<file path="config.mk">
export PLATFORM = sky130hd
export DESIGN_NAME = instr_sequencer
export DESIGN_NICKNAME = d
export VERILOG_FILES = /design/src/rtl/instr_sequencer.sv
export SDC_FILE = /design/constraint.sdc
export NUM_CORES = 1
export LEC_CHECK = 0
export CAP_MARGIN = 40
export CORE_MARGIN = 3
export CORE_UTILIZATION = 41
export DETAILED_ROUTE_END_ITERATION = 7
export PLACE_DENSITY_LB_ADDON = 0.1
export SYNTH_ARGS = -nofsm -noshare
export SYNTH_HDL_FRONTEND = slang
export SYNTH_SLANG_ARGS = --single-unit
</file>
<file path="constraint.sdc">
create_clock -name clk -period 3.6 [get_ports clk]
set_input_delay 0.54 -clock clk [delete_from_list [all_inputs] [get_ports clk]]
set_output_delay 0.54 -clock clk [all_outputs]
set_load 0.02 [all_outputs]
</file>
<file path="src/rtl/instr_sequencer.sv">
// Program sequencer for the 8-bit CPU core: buffers a host-loaded program and issues
// each word for a fixed number of cycles, with free-run, single-step and abort.
module instr_sequencer #(
  parameter int                     INSTR_WIDTH  = 20,
  parameter int                     PC_BITS      = 4,
  parameter int                     ISSUE_CYCLES = 3,
  parameter logic [INSTR_WIDTH-1:0] NOP_INSTR    = '0
) (
  input  logic                   clk,
  input  logic                   rst,
  input  logic                   load_en,
  input  logic [PC_BITS-1:0]     load_addr,
  input  logic [INSTR_WIDTH-1:0] load_data,
  input  logic                   start,
  input  logic [PC_BITS-1:0]     end_addr,
  input  logic                   step_mode,
  input  logic                   step,
  input  logic                   abort,
  output logic [INSTR_WIDTH-1:0] instruction,
  output logic                   instr_valid,
  output logic [PC_BITS-1:0]     pc,
  output logic                   busy,
  output logic                   done
);

  typedef enum logic [1:0] {IDLE, ISSUE, WAIT_STEP, FINISH} state_e;

  localparam logic [3:0] HOLD_LAST = 4'(ISSUE_CYCLES - 1);

  state_e                   state_q;
  logic [PC_BITS-1:0]       pc_q;
  logic [PC_BITS-1:0]       end_q;
  logic                     step_mode_q;
  logic [3:0]               hold_q;
  logic [INSTR_WIDTH-1:0]   instr_q;
  logic                     valid_q;
  logic                     busy_q;
  logic                     done_q;
  logic [INSTR_WIDTH-1:0]   mem_q [2**PC_BITS];

  logic [PC_BITS-1:0]       pc_inc_d;
  logic [INSTR_WIDTH-1:0]   word0_d;
  logic [INSTR_WIDTH-1:0]   next_word_d;
  logic [INSTR_WIDTH-1:0]   cur_word_d;

  assign pc_inc_d    = pc_q + PC_BITS'(1);
  // A host write to address 0 in the start cycle must be the word that issues first.
  assign word0_d     = (load_en && load_addr == '0) ? load_data : mem_q[0];
  assign next_word_d = mem_q[pc_inc_d];
  assign cur_word_d  = mem_q[pc_q];

  // Program buffer: host-writable only while idle, never cleared by reset.
  always_ff @(posedge clk) begin
    if (!rst && load_en && state_q == IDLE) begin
      mem_q[load_addr] <= load_data;
    end
  end

  always_ff @(posedge clk) begin
    if (rst) begin
      state_q <= IDLE;
      pc_q    <= '0;
      hold_q  <= '0;
      instr_q <= NOP_INSTR;
      valid_q <= 1'b0;
      busy_q  <= 1'b0;
      done_q  <= 1'b0;
    end else begin
      done_q <= 1'b0;
      case (state_q)
        IDLE: begin
          if (start) begin
            end_q       <= end_addr;
            step_mode_q <= step_mode;
            pc_q        <= '0;
            hold_q      <= '0;
            instr_q     <= word0_d;
            valid_q     <= 1'b1;
            busy_q      <= 1'b1;
            state_q     <= ISSUE;
          end
        end
        ISSUE: begin
          if (abort) begin
            state_q <= IDLE;
            hold_q  <= '0;
            instr_q <= NOP_INSTR;
            valid_q <= 1'b0;
            busy_q  <= 1'b0;
          end else if (hold_q == HOLD_LAST) begin
            hold_q <= '0;
            // Finishing before the increment keeps pc from wrapping at the top address.
            if (pc_q == end_q) begin
              state_q <= FINISH;
              instr_q <= NOP_INSTR;
              valid_q <= 1'b0;
              busy_q  <= 1'b0;
              done_q  <= 1'b1;
            end else begin
              pc_q <= pc_inc_d;
              if (step_mode_q) begin
                state_q <= WAIT_STEP;
                instr_q <= NOP_INSTR;
                valid_q <= 1'b0;
              end else begin
                instr_q <= next_word_d;
              end
            end
          end else begin
            hold_q <= hold_q + 4'd1;
          end
        end
        WAIT_STEP: begin
          if (abort) begin
            state_q <= IDLE;
            busy_q  <= 1'b0;
          end else if (step) begin
            state_q <= ISSUE;
            hold_q  <= '0;
            instr_q <= cur_word_d;
            valid_q <= 1'b1;
          end
        end
        FINISH: begin
          state_q <= IDLE;
        end
        default: begin
          state_q <= IDLE;
        end
      endcase
    end
  end

  assign instruction = instr_q;
  assign instr_valid = valid_q;
  assign pc          = pc_q;
  assign busy        = busy_q;
  assign done        = done_q;

endmodule

</file>
==> results.md <==
- GR Util All Layers: between 20% and 30%
- CTS Hold Bufs: 0
- Worst VDD drop: between 300 and 400 µV
- Net Count, Synth: around 1100
- Slew @ Worst Pin: between 0.8 and 0.9 ns
- R2R depth: 7
- Total number of vias: roughly 11000
- Placed inst area: 0.0190 mm²
- Residual overflow from global routing: 0
- Final nets: between 1000 and 1500
- Worst setup EP type: output port
- Leak: ~6 nW
- Share of cells above drive strength 1: about 25%
- RSZ-0062 raised after global routing: no
- Crit path required time: between 3 and 4 ns
- Post-synthesis sequential area ratio: 60.4%
- CTS root buf: clkbuf_16
- Worst setup SP type: flop
- First-pass iteration count of the detailed router: 6
- Core Util, Final: between 40% and 50%
- Pwr Density: ~510 mW/mm²
- I/O pins: 62
- Buffers on Ports: 61
- DP HPWL: 29300 µm
- Count of final setup violators: 0
- Buf+Inv Stages, Crit Path: 2
- Max-cap check violation count: 0
- Post-synth EDFFs: roughly 330
- DR WL/cell: around 29 µm
- Area of the multi-input gates: ~0.0066 mm²
- Num rows: 74
- Share of the clock period used by the worst path: 74.2%
- Vias in the first global route: about 11000
- DRC Markers: 0
- Fin. Hold Viols: 0
- Num CTS Buffers: 41
- Clock Path Buffers: 3
- Max-slew headroom: a little over two fifths
- Total length of routed wires: 50000 µm
- Core area: 0.0414 mm²
- Main flop type after synthesis: edfxtp_1
- WP data arrival: roughly 2.1 ns
- Vias per inst: ~6.1
- Post-CTS Setup Bufs: 0
- Syn Area/Cell: approximately 16 µm²
- Initial antenna violation count: 2
- Synth area leader: edfxtp_1
- Crit Path Class: flop to output port
- Setup total negative slack: 0 ns
- Placed cells: 1663
- Synthesis-stage register bit count: 362
- Status: finished clean
- Commonest non-fill, non-tap cells in the layout: edfxtp_1, mux2i_1, a22oi_1, mux4_2, clkdlybuf4s50_1
- Routability cong.: 0.784
- Synth async-reset ratio: 0%
- Ranking of synthesized cells by area: edfxtp_1, mux4_2, mux2i_1, dfxtp_1, a22oi_1
- Finished Cell Area: 0.0203 mm²
- Fmax: ~370 MHz
- Width of the die: around 210 µm
- Post_cts resized: 0
- Number of DRC markers in iteration 0: approximately 930
- # fillers: about 3500
- CP max-delay cell: clkdlybuf4s50_1
- CTS tree: yes
- Syn. warnings: 0
- CTS sink cnt: ~360
- Mapped Cells: around 1100
- Post-route insts no fill: 1737
- CP top delay family: buffers and inverters
- Die H: around 210 µm
- First-pass GRT wire length: about 74000 µm
- Levels on crit path: 2
- Register area: ~0.011 mm²
- Hold path depth: 2
- Register clock-pin slew on the reported worst setup and hold paths: roughly 0.06 ns
- Area Growth Syn to Fin: 17.0%
- Area share of the largest cell type after synthesis: between 50% and 60%
- CP cell instances: buf_12, clkdlybuf4s50_1
- Critical path fanouts, max: 85
- Latest clock arrival within the worst-skew pair: 0.56 ns
- Synth unique cells: 46
- HP Class: flop to flop
- Initial Util: between 40 and 50%
- Final antenna-violating net count: 0
- Critical Path Max Stage Delay: ~0.72 ns
- H-tree levels: 2
- Synthesized area: around 0.017 mm²
- Largest net degree at the start of global routing: 86
- Die area: 0.0449 mm²
- # diodes: 0
- Max-slew violations: 0
- Clk_skew: between 0.015 and 0.02 ns
- Final min period: roughly 2.7 ns
- Most common cell after layout, fill and taps aside: edfxtp_1
worst min-delay path: stages, from the launching register on:
cell     delay, ns
dfxtp_1       0.31
o21ai_0       0.06
a21oi_1       0.06
layer usage:
metal / global-route usage [%] / vias up / wire length (µm)
met4: 6.17 / 4 / 1090
met2: 36.2 / 328 / 23700
met3: 4.25 / 73 / 2960
li1: - / 4671 / -
met1: 31.4 / 5573 / 22200
met5: 0 / - / 22
power by group:
group | internal, mW | switching (mW)
Clock | 2.49 | 1.67
Combinational | 0.657 | 0.766
Sequential | 4.66 | 0.0718
Total | 7.81 | 2.50
worst paths after layout:
path	from	slack, ns	to
setup reg to reg	pc[0]$_SDFFE_PP0P_	0.97	instruction[2]$_SDFFE_PP0P_
hold / removal	busy$_SDFFE_PP0P_	0.48	busy$_SDFFE_PP0P_
hold reg to reg	busy$_SDFFE_PP0P_	0.48	busy$_SDFFE_PP0P_
setup / recovery	pc[0]$_SDFFE_PP0P_	0.93	pc[0]
area by class of cell:
| type | count | share of cell area [%] |
|---|---|---|
| flip-flops and latches | 362 | 51.7 |
| multi-input cells | 646 | 32.3 |
| repair buffers | 116 | 5.99 |
| clock buffers | 58 | 5.96 |
| well taps | 532 | 3.27 |
| clock inverters | 16 | 0.683 |
| inverters | 7 | 0.129 |
synth_stat cells (22+ instances only):
master    count
clkbuf_1     37
a22oi_1      91
mux2i_1     162
nand4_1      25
nor2_1       22
a21oi_1      27
o21ai_0      26
dfxtp_1      37
edfxtp_1    325
nand2_1      23
mux4_2       80
buf_2        23
nand3_1      23
mux2_2       60
sequential cells by signal, summed over array words and instances (netlist names), named ones only:
signal / cells
pc: 4
end_q: 4
state_q: 2
mem_q: 320
done: 1
hold_q: 4
instr_valid: 1
step_mode_q: 1
busy: 1
instruction: 20
stage by stage:
step           total power [mW]  hold slack, ns  setup WS (ns)
3_3_place_gp               6.25           0.477          0.807
5_1_grt                    10.7           0.530          0.835
4_1_cts                    10.4           0.484          0.885
2_1_floorplan              5.75           0.459          0.637
6_report                   10.3           0.478          0.929
3_5_place_dp               6.25           0.472          0.788
cell families after synthesis:
family	count (synthesis)	share of synthesized area [%]
flip-flops	362	60.4
multiplexers	302	23.6
AO/OA/AOI/OAI	182	7.49
AND/OR/NAND/NOR	147	4.87
buffers and inverters	91	2.78
XOR/XNOR	8	0.403
adder cells (fa/ha/maj)	7	0.504
Note: power is estimated with default switching activity, not from simulation.
